--- src/rtl/alu_exec_unit.sv ---
// alu_exec_unit: execute stage with single-cycle AND/OR/ADD/SUB/SLT and an iterative shift-add MUL.
//   clk, rst_n            : clock, asynchronous active-low reset
//   in_valid/in_ready     : request handshake carrying Operation, SrcA, SrcB
//   out_valid/out_ready   : response handshake carrying ALUResult, Zero, IllegalOp
module alu_exec_unit #(
  parameter int DATA_WIDTH = 32
) (
  input  logic                  clk,
  input  logic                  rst_n,
  input  logic                  in_valid,
  output logic                  in_ready,
  input  logic [3:0]            Operation,
  input  logic [DATA_WIDTH-1:0] SrcA,
  input  logic [DATA_WIDTH-1:0] SrcB,
  output logic                  out_valid,
  input  logic                  out_ready,
  output logic [DATA_WIDTH-1:0] ALUResult,
  output logic                  Zero,
  output logic                  IllegalOp
);
  localparam int CW = $clog2(DATA_WIDTH);
  localparam logic [3:0] OP_AND = 4'b0000, OP_OR = 4'b0001, OP_ADD = 4'b0010,
                         OP_SUB = 4'b0110, OP_SLT = 4'b0111, OP_MUL = 4'b1000;
  typedef enum logic {IDLE, MUL} state_t;
  state_t                state_q, state_d;
  logic [DATA_WIDTH-1:0] acc_q, acc_d, mcand_q, mcand_d, mplier_q, mplier_d, res_q, res_d;
  logic [DATA_WIDTH-1:0] alu_res, acc_step;
  logic [CW-1:0]         cnt_q, cnt_d;
  logic                  ov_q, ov_d, zero_q, zero_d, ill_q, ill_d, accept, legal, lt;
  // in_ready is forced low while reset is held so nothing is offered during reset
  assign in_ready  = rst_n && state_q == IDLE && (!ov_q || out_ready);
  assign accept    = in_valid && in_ready;
  assign out_valid = ov_q;
  assign ALUResult = res_q;
  assign Zero      = zero_q;
  assign IllegalOp = ill_q;
  assign lt        = $signed(SrcA) < $signed(SrcB);
  assign legal     = Operation inside {OP_AND, OP_OR, OP_ADD, OP_SUB, OP_SLT, OP_MUL};
  assign alu_res   = Operation == OP_AND ? SrcA & SrcB :
                     Operation == OP_OR  ? SrcA | SrcB :
                     Operation == OP_ADD ? SrcA + SrcB :
                     Operation == OP_SUB ? SrcA - SrcB :
                     Operation == OP_SLT ? {{(DATA_WIDTH-1){1'b0}}, lt} : '0;
  assign acc_step  = acc_q + (mplier_q[0] ? mcand_q : '0);
  always_comb begin
    state_d  = state_q;
    acc_d    = acc_q;
    mcand_d  = mcand_q;
    mplier_d = mplier_q;
    cnt_d    = cnt_q;
    res_d    = res_q;
    zero_d   = zero_q;
    ill_d    = ill_q;
    ov_d     = ov_q && !out_ready;
    if (state_q == MUL) begin
      acc_d    = acc_step;
      mcand_d  = mcand_q << 1;
      mplier_d = mplier_q >> 1;
      cnt_d    = cnt_q + CW'(1);
      if (cnt_q == CW'(DATA_WIDTH-1)) begin
        state_d = IDLE;
        res_d   = acc_step;
        zero_d  = acc_step == '0;
        ill_d   = 1'b0;
        ov_d    = 1'b1;
      end
    end else if (accept) begin
      if (Operation == OP_MUL) begin
        state_d  = MUL;
        acc_d    = '0;
        mcand_d  = SrcA;
        mplier_d = SrcB;
        cnt_d    = '0;
      end else begin
        res_d  = alu_res;
        zero_d = alu_res == '0;
        ill_d  = !legal;
        ov_d   = 1'b1;
      end
    end
  end
  always_ff @(posedge clk or negedge rst_n) begin
    if (!rst_n) begin
      state_q  <= IDLE;
      acc_q    <= '0;
      mcand_q  <= '0;
      mplier_q <= '0;
      cnt_q    <= '0;
      res_q    <= '0;
      zero_q   <= 1'b0;
      ill_q    <= 1'b0;
      ov_q     <= 1'b0;
    end else begin
      state_q  <= state_d;
      acc_q    <= acc_d;
      mcand_q  <= mcand_d;
      mplier_q <= mplier_d;
      cnt_q    <= cnt_d;
      res_q    <= res_d;
      zero_q   <= zero_d;
      ill_q    <= ill_d;
      ov_q     <= ov_d;
    end
  end
endmodule
--- config.mk ---
export PLATFORM = sky130hd
export DESIGN_NAME = alu_exec_unit
export DESIGN_NICKNAME = d
export VERILOG_FILES = /design/src/rtl/alu_exec_unit.sv
export SDC_FILE = /design/constraint.sdc
export NUM_CORES = 1
export LEC_CHECK = 0
export ABC_AREA = 1
export CAP_MARGIN = 20
export CORE_MARGIN = 8
export CORE_UTILIZATION = 65
export DETAILED_ROUTE_END_ITERATION = 8
export PLACE_DENSITY = 0.84
export SYNTH_ARGS = -nofsm -noshare
export SYNTH_HDL_FRONTEND = slang
export SYNTH_SLANG_ARGS = --single-unit
--- constraint.sdc ---
create_clock -name clk -period 4.1 [get_ports clk]
set_input_delay 0.615 -clock clk [delete_from_list [all_inputs] [get_ports clk]]
set_output_delay 0.615 -clock clk [all_outputs]
set_load 0.02 [all_outputs]
==> impl_results.md, run 1 <==
- Status: finished, violations left
- Failing checks: DRC
- Critical path capture point type: flop
- Crit Path Class: in -> reg
- Fin crit period: 3.80 ns
- Maximum clock frequency: 263 MHz
- Netlist cell types: 52
- I/O pin count: 108
- Req. time, crit path: between 4 and 5 ns
- Synth Cell Area: 14400 µm²
- Synthesized flop and latch total: 137
- Slew headroom: around 43%
- WL final: 53.2 mm
- Inserted Clock Buffers: 17
- Mean Syn Cell Area: 6.22 µm²
- Crit Path Max Fanout: 4
- Largest area contributor in the netlist: dfrtp_1
- Initial Utilization: 66.1%
- Max Cap Viol: 0
- Most common library cells after synthesis: nand2_1, inv_1, nor2_1
- RSZ-0062 raised after global routing: no
- Core area: 21800 µm²
- Slew @ Worst Pin: 0.857 ns
- Share of layout cells above drive strength 1: between 7 and 8%
- Via count: 16700
- Final instance area: 16200 µm²
- Antenna diodes: 0
- Setup Total Neg Slack: 0 ns
- Hold Fails Final Rpt: 0
- Number of gates resized after cts: 0
- Post-synth ARST share: 100%
- H-tree Lvls: 4
- Wire per inst: 19.8 µm
- Reg clk slew, reported paths: 0.07 ns
- Post-synth EDFFs: 0
- Critical-path cell list: clkdlybuf4s50_1, ha_1, inv_1, fa_1, or2_2, nand3_1, nand2_1, nor2_1, nand3_1, nor2_1, nand2_1, nor2_1, nand2_1, nor2_1, nand3_1, nor2_1, nand3_1, nand2_1, nand2_1, nand2_1
- Die Height: 165 µm
- Grt total ovfl: 0
- Seq/Total Area, Yosys: 23.7%
- Drt via density: between 6 and 7
- Initial DRC count: 2553
- Detailed Routing Iterations Pass 1: 9
- CTS tree: yes
- Clock Tree Root: clkbuf_16
- Worst clock skew: 0.0148 ns
- Largest stage delay, worst path: around 0.56 ns
- Gpl congestion: 1.15
- Remaining DRCs: 27
- Leak: 8.43 nW
- Die W: 165 µm
- Initial antenna violation count: 1
- Syn_nets: approximately 2500
- Post-CTS setup buffer count: 0
- Number of routed nets with antenna violations: 0
- Clk Latency, worst-skew pair: 0.44 ns
- Ys Warns: 0
- Number of global-route vias before repair: between 15000 and 20000
- Syn Inst Count: between 2000 and 2500
- HP Class: in -> async
- Worst VDD drop: 387 µV
- Crit share post-route: just over 90%
- Final setup fails: 0
- Hold_buf cts: 0
- I/O Buffers: 107
- # rows: 54
- Largest net degree at the start of global routing: 71
- Most used cell, CP: nand2_1
- Layout Utilization: 74.4%
- Nets: 2599
- Overall Global Routing Usage: 38.9%
- Ys flop type: dfrtp_1
- Dpl hpwl: 41.7 mm
- Final max-slew violation count: 0
- Slowest CP cell: clkdlybuf4s50_1
- Dpl cell area: 15700 µm²
- Crit path DAT: 4.18 ns
- Die footprint: 27200 µm²
- Synth area leaders: dfrtp_1, nand2_1, ha_1, inv_1, nor2_1
- Synthesis-to-layout area growth: 12.5%
- Pwr dens: 706 nW/µm²
- Most frequent cell after synthesis: nand2_1
- # clock sinks: 137
- CTS max path bufs: 2
- First-pass GRT wire length: 82.6 mm
- Startpoint Class: input port
- Synth top area share: 23.7%
==> area by class of cell <==
cell class,count,area [µm²]
inverter,351,1320
sequential,137,3430
clock inverter,14,135
fill,1790,5580
multi-input combinational,1754,9290
tap,280,350
timing repair buffer,134,1290
clock buffer,18,439
==> cells in the final DEF (no fill, tap or decap), types with 4 or more instances in the layout <==
master and count:
inv_6 5, o21ai_0 55, nor2_4 6, and2_1 4
nor2_2 23, a221oi_1 9, clkdlybuf4s50_1 106, nand3b_1 8
xnor2_1 5, buf_4 26, dfrtp_1 137, o22ai_1 54
or2_2 30, o21bai_1 20, clkbuf_16 17, nand2_2 25
nand2_1 646, xor2_1 13, a21oi_1 106, nor3_1 18
inv_1 340, nand3_1 198, nor2_1 276, a21oi_2 8
inv_2 9, nand4_1 55, ha_1 129, a31oi_1 29
==> stage by stage <==
| step | hold slack [ns] | cells | setup WS [ns] | power [mW] |
|---|---|---|---|---|
| finish | 0.194 | 2688 | 0.300 | 11.5 |
| global route | 0.255 | 2688 | 0.183 | 12.3 |
| CTS | 0.225 | 2687 | 0.468 | 11.2 |
| detailed placement | 0.466 | 2655 | 0.0742 | 9.57 |
| global placement | 0.466 | 2655 | 0.153 | 9.32 |
| floorplan | 0.319 | 2319 | 1.44 | 7.52 |
==> critical path: cells and delay by family <==
| kind | cells | cell delay [ns] |
|---|---|---|
| fa+ha+maj | 2 | 0.79 |
| simple gates | 16 | 2.06 |
| buf+inv | 2 | 0.72 |
==> state kept, by name, indices dropped and copies added (netlist names) <==
name / cells
IllegalOp: 1
mcand_q: 32
state_q: 1
ALUResult: 32
out_valid: 1
acc_q: 32
cnt_q: 5
mplier_q: 32
Zero: 1
==> power breakdown <==
part | switching (mW) | internal (mW)
logic | 4.93 | 2.56
registers | 0.430 | 1.98
clock network | 0.749 | 0.821
total | 6.11 | 5.35
==> final timing paths <==
path | startpoint | endpoint | slack, ns | depth (start not counted)
max reg2reg | mplier_q[0]$_DFFE_PN0P_ | Zero$_DFFE_PN0P_ | 0.54 | 19
min reg2reg | acc_q[6]$_DFFE_PN0P_ | acc_q[6]$_DFFE_PN0P_ | 0.48 | 2
max in group asynchronous | rst_n | mcand_q[14]$_DFFE_PN0P_ | 2.56 | 2
min | rst_n | mplier_q[12]$_DFFE_PN0P_ | 0.19 | 1
min in group clk | acc_q[6]$_DFFE_PN0P_ | acc_q[6]$_DFFE_PN0P_ | 0.48 | 2
max | SrcB[0] | Zero$_DFFE_PN0P_ | 0.30 | 20
==> layer usage <==
layer	vias up	wire length [µm]	track usage, %
met1	7684	20200	50.2
met5	-	10	0
met3	244	7290	10.5
met2	1196	23000	60.0
li1	7595	-	-
met4	2	2730	16.8
==> cell families after synthesis <==
logic type,after synthesis,synth area share [%]
and+or+nand+nor,1308,39.4
buffers and inverters,428,12.1
xor gates and xnor gates,18,1.09
adders and majority gates,132,11.6
DFF,137,23.7
AOI/OAI and AO/OA,296,12.1
(Power assumes the default switching activity.)
==> run 2, diff against run 1 <==
--- a/config.mk
+++ b/config.mk
@@ -6,11 +6,12 @@
 export NUM_CORES = 1
 export LEC_CHECK = 0
 export ABC_AREA = 1
-export CAP_MARGIN = 20
+export CELL_PAD_IN_SITES_DETAIL_PLACEMENT = 0
+export CELL_PAD_IN_SITES_GLOBAL_PLACEMENT = 1
 export CORE_MARGIN = 8
-export CORE_UTILIZATION = 65
+export CORE_UTILIZATION = 46
 export DETAILED_ROUTE_END_ITERATION = 8
-export PLACE_DENSITY = 0.84
+export PLACE_DENSITY = 0.85
 export SYNTH_ARGS = -nofsm -noshare
 export SYNTH_HDL_FRONTEND = slang
 export SYNTH_SLANG_ARGS = --single-unit
==> impl_results.md, run 2 (synthesis gave the netlist of run 1 again) <==
- Status: completed
- Grt total ovfl: 0 (unchanged)
- Via count: 15900 (-5.1%)
- Drt via density: 5.58 (-10%)
- Startpoint Class: input port
- Hold Fails Final Rpt: 0 (unchanged)
- Crit path DAT: 4.25 ns (+0.07 ns)
- Worst VDD drop: 425 µV (+9.9%)
- Commonest cells after routing, fill and taps aside: nand2_1, inv_1, nor2_1
- First-pass GRT wire length: 87.2 mm (+5.5%)
- CTS max path bufs: 2 (unchanged)
- Clock Tree Root: clkbuf_16
- Final setup fails: 0 (unchanged)
- Overall Global Routing Usage: 30.7% (-8.1 points)
- # clock sinks: 137 (unchanged)
- Gpl congestion: 1.02 (-12%)
- Critical path capture point type: flop
- Detailed Routing Iterations Pass 1: 6 (-3)
- Most used cell, CP: nand2_1
- Delay-heaviest family, CP: simple AND/OR/NAND/NOR gates
- Req. time, crit path: 4.47 ns (about the same)
- Initial DRC count: 1436 (-44%)
- Worst reg-to-reg path cell count: 19 (unchanged)
- Leak: 8.60 nW (+2.0%)
- Crit Path Class: in -> reg
- Number of gates resized after cts: 0 (unchanged)
- Core area: 31200 µm² (+43%)
- Crit Path Max Fanout: 9 (+5)
- Slew headroom: 37.2% (-5.7 points)
- Hold_buf cts: 0 (unchanged)
- Clk Latency, worst-skew pair: 0.43 ns (about the same)
- Number of global-route vias before repair: 15400 (-1.8%)
- Remaining DRCs: 0 (-100%)
- Crit share post-route: 94.7% (+2.1 points)
- Die footprint: 37300 µm² (+37%)
- Inserted Clock Buffers: 17 (unchanged)
- Reg clk slew, reported paths: 0.06 ns (about the same)
- I/O pin count: 108 (unchanged)
- Number of routed nets with antenna violations: 0 (unchanged)
- Maximum clock frequency: 257 MHz (-2.2%)
- # rows: 65 (+20%)
- Largest stage delay, worst path: 0.56 ns (about the same)
- Setup Total Neg Slack: 0 ns (unchanged)
- H-tree Lvls: 4 (unchanged)
- Die W: 193 µm (+17%)
- Critical path depth: 20 (unchanged)
- Wire per inst: 20.1 µm (+1.6%)
- Nets: 2634 (+1.3%)
- Max Cap Viol: 0 (unchanged)
- Initial Utilization: 46.2% (-20 points)
- Most common cell after layout, fill and taps aside: nand2_1
- I/O Buffers: 107 (unchanged)
- Slew @ Worst Pin: 0.942 ns (+0.0848 ns)
- Initial antenna violation count: 0 (-1)
- Worst clock skew: 0.0129 ns (-0.00191 ns)
- CTS tree: yes
- Die Height: 193 µm (+17%)
- HP Class: in -> async
- Largest net degree at the start of global routing: 94 (+32%)
- RSZ-0062 raised after global routing: no
- Dpl hpwl: 46.8 mm (+12%)
- Final max-slew violation count: 0 (unchanged)
- WL final: 57.3 mm (+7.6%)
- Synthesis-to-layout area growth: 15.5%
- Critical-path cell list: clkdlybuf4s50_1, inv_1, ha_1, nor2_2, nand2_1, nor2_1, nand2_1, nand3b_1, nand2_1, nand3_1, nand4_1, nor2_1, nand2_1, nor2_1, nand3_1, nor2_1, nand3_1, nand2_1, nand2_1, nand2_1
- Fin Hold WS: 0.403 ns (+0.208 ns)
- Fin crit period: 3.88 ns (+0.0850 ns)
- Post-CTS setup buffer count: 0 (unchanged)
- Buffers & Inverters on Critical Path: 2 (unchanged)
- Fillcell total: 3253 (+82%)
- Pwr dens: 681 nW/µm² (-3.6%)
- Share of layout cells above drive strength 1: 8.72% (+1.4 points)
- Slowest CP cell: clkdlybuf4s50_1
[run 2: power breakdown]
group	total [mW]	internal (mW)	leakage, nW	switching [mW]
registers	2.40	1.98	1.50	0.416
clock network	1.54	0.912	0.275	0.630
logic	7.41	2.57	6.82	4.85
[run 2: final cells by class]
class / instances / area [µm²] / area share (%)
Clock buffer: 18 / 439 / 2.63
Sequential cell: 137 / 3430 / 20.6
Antenna cell: 1 / 2.50 / 0.0150
Tap cell: 402 / 503 / 3.02
Timing Repair Buffer: 169 / 1550 / 9.29
Clock inverter: 13 / 144 / 0.863
Multi-Input combinational cell: 1754 / 9290 / 55.7
Inverter: 351 / 1320 / 7.91
[run 2: path summary, 6_finish.rpt]
kind / end / startpoint / slack (ns)
worst max-delay path: Zero$_DFFE_PN0P_ / SrcA[9] / 0.22
worst min-delay path: mplier_q[3]$_DFFE_PN0P_ / rst_n / 0.40
worst max register to register: Zero$_DFFE_PN0P_ / mplier_q[0]$_DFFE_PN0P_ / 0.49
worst min register to register: acc_q[8]$_DFFE_PN0P_ / acc_q[8]$_DFFE_PN0P_ / 0.48
max in group asynchronous: acc_q[27]$_DFFE_PN0P_ / rst_n / 2.27
min in group clk: acc_q[8]$_DFFE_PN0P_ / acc_q[8]$_DFFE_PN0P_ / 0.48
[run 2: through the flow]
step           worst slack [ns]  power, mW  instances  area [µm²]  utilization [%]
2_1_floorplan              1.44       7.52       2319       14400                -
3_3_place_gp             -0.143       9.60       2813       16100             51.5
3_5_place_dp            -0.0846       9.68       2813       16100             51.5
4_1_cts                   0.347       11.3       2844       16700             53.4
5_1_grt                  0.0921       12.4       2844       16700             53.4
6_report                  0.215       11.4       2845       16700             53.4
[run 2: per-layer routing]
metal / vias to the layer above / track usage (%) / share of wire [%]
li1: 7663 / - / -
met1: 7579 / 43.1 / 46
met2: 561 / 49.7 / 45
met3: 67 / 2.66 / 6.4
met4: 0 / 9.08 / 2.5
met5: - / 0 / 0
[run 2: worst register-to-register path: stages, from the launching register on]
cell and delay, ns:
dfrtp_1 0.57, buf_4 0.34, nand2_1 0.09, inv_1 0.06, ha_1 0.27, a21oi_1 0.37
o21ai_0 0.20, inv_1 0.12, nand3_1 0.17, nand2_1 0.12, nand2_1 0.09, nor2_1 0.11
nand4_1 0.10, nor2_1 0.16, nand3_1 0.13, nor2_1 0.12, nand4_1 0.23, nand2_1 0.15
nand2_1 0.06, nand2_1 0.08
==> RTL edit (config.mk and constraints of run 2) <==
Set the parameter `DATA_WIDTH` to 16 (it was 32).
--- a/src/rtl/alu_exec_unit.sv
+++ b/src/rtl/alu_exec_unit.sv
@@ -4,5 +4,5 @@
 //   out_valid/out_ready   : response handshake carrying ALUResult, Zero, IllegalOp
 module alu_exec_unit #(
-  parameter int DATA_WIDTH = 32
+  parameter int DATA_WIDTH = 16
 ) (
   input  logic                  clk,
Interface: changed (resized ALUResult, SrcA and SrcB); port bits go from 108 to 60. The function was not compared with the original's and may differ.
==> RTL edit against run 2 <==
Worst hold slack gained 84 ps; design area decreased by 53%; power shrank 67%; synthesized area decreased by 52%; setup slack better by 770 ps; register-to-register slack better by 610 ps; routed wire length down 61%; sequential cell count is 65 lower; critical endpoint unchanged; largest power group unchanged.
==> RTL edit: results (changes against run 2) <==
[run_status]
status=completed

[cells_and_area]
diodes=0  ; -1
post-route-util_pct=54.0  ; +0.59 points
fillers=1500  ; -54%
drive_above_1_share_pct=6.38  ; -2.3 points
final_cells=1313  ; -54%

[yosys]
synth_fa_ha_area_share_pct=12.5  ; +0.92 points
synth_xor_area_share_pct=0.892  ; -0.20 points
synth.yosys.seq_area_share_pct=26.2  ; +2.5 points
ys.warnings.count=0  ; unchanged
async_flop_share_pct=100  ; unchanged
ys_top_cells_by_area=dfrtp_1 (26%), nand2_1 (19%), ha_1 (12%)
synth-compound-area-share_pct=10.5  ; -1.6 points
synthMuxAreaShare_pct=0  ; unchanged
synth_common_cells=nand2_1 (355), inv_1 (144), nor2_1 (111), nand3_1 (91), dfrtp_1 (72)
syn_inst=1082  ; -53%
synth.lib_cells_used.distinct=40  ; -23%
synthesis.nets=1189  ; -53%

[worst_setup_path]
crit_family=simple AND/OR/NAND/NOR gates
crit_path_start=SrcA[6]
path_max_fanout=7  ; -2
slowest_delay_ps=650  ; +90 ps
cp.arrival_ps=3410  ; -840 ps
worst_r2r_startpoint=mplier_q[0]

[drt]
wl_per_cell_um=16.8  ; -17%
wl_met2_um=9830  ; -62%
wl_met3_um=1150  ; -69%
via_per_inst=5.27  ; -5.5%
wl_met1_um=10700  ; -59%
drt_iter0_markers=558  ; -61%

[power]
powerClk_uw=814  ; -47%
pg_comb_mw=1.76  ; -76%
power.leakage_nw=4.21  ; -51%
swShare_pct=43.6  ; -8.3 points
irDropWorstVdd_mv=0.296  ; -30%
power_mw=3.70  ; -67%

[grt]
grt_use_met1_pct=32.2  ; -11 points
grt_pass1_vias=6558  ; -57%
use_met3_pct=4.25  ; +1.6 points
grt_use_total_pct=23.1  ; -7.6 points
antenna_found_initial=0  ; unchanged
grt_start_max_net_pins=73  ; -22%
grt.met2_usage_pct=35.8  ; -14 points
grt_pass1_wl_um=35800  ; -59%

[placement]
placed_cell_area_um2=7580  ; -53%
io_buffers=59  ; -45%
dp_hpwl_um=17600  ; -62%
gp_congestion=0.939  ; -7.8%
place_ws_ps=662  ; +747 ps

[hold_path]
hold_path_class=reg -> reg
hold_start=acc_q[2]

[clocking]
cts_buffer_depth=2  ; unchanged
cts.htree.levels=3  ; -1
numCtsBuffers=9  ; -8
clock_latency_ps=350  ; -80 ps
cts_setup_buffers=0  ; unchanged

[timing]
fin_skew_ps=5.76  ; -7.17 ps
slew_headroom_pct=35.4  ; -1.8 points

==> RTL edit: changes by cell type after synthesis, sizes merged, moves of 19 or more <==
cell / before / now
clkbuf: 40 / 21
nand4: 55 / 17
ha: 129 / 64
nand2: 671 / 359
nor2: 305 / 115
dfrtp: 137 / 72
o22ai: 54 / 1
a21oi: 115 / 40
inv: 350 / 155
nand3: 201 / 94
buf: 37 / 14
o21ai: 61 / 21
==> RTL edit: area by class of cell <==
type,instances,share of cell area [%]
Clock buffer,10,2.91
Clock inverter,6,0.874
Inverter,156,7.45
Multi-Input combinational cell,819,54.8
Sequential cell,72,22.9
Tap cell,184,2.92
Timing Repair Buffer,66,8.13
==> RTL edit: final timing paths <==
path | end | slack (ps) | depth (start not counted)
worst max-delay path | Zero | 980 | 17
worst min-delay path | acc_q[2] | 490 | 2
worst max register to register | Zero | 1100 | 16
worst min register to register | acc_q[2] | 490 | 2
max in group asynchronous | state_q | 2940 | 2
min in group asynchronous | IllegalOp | 520 | 2
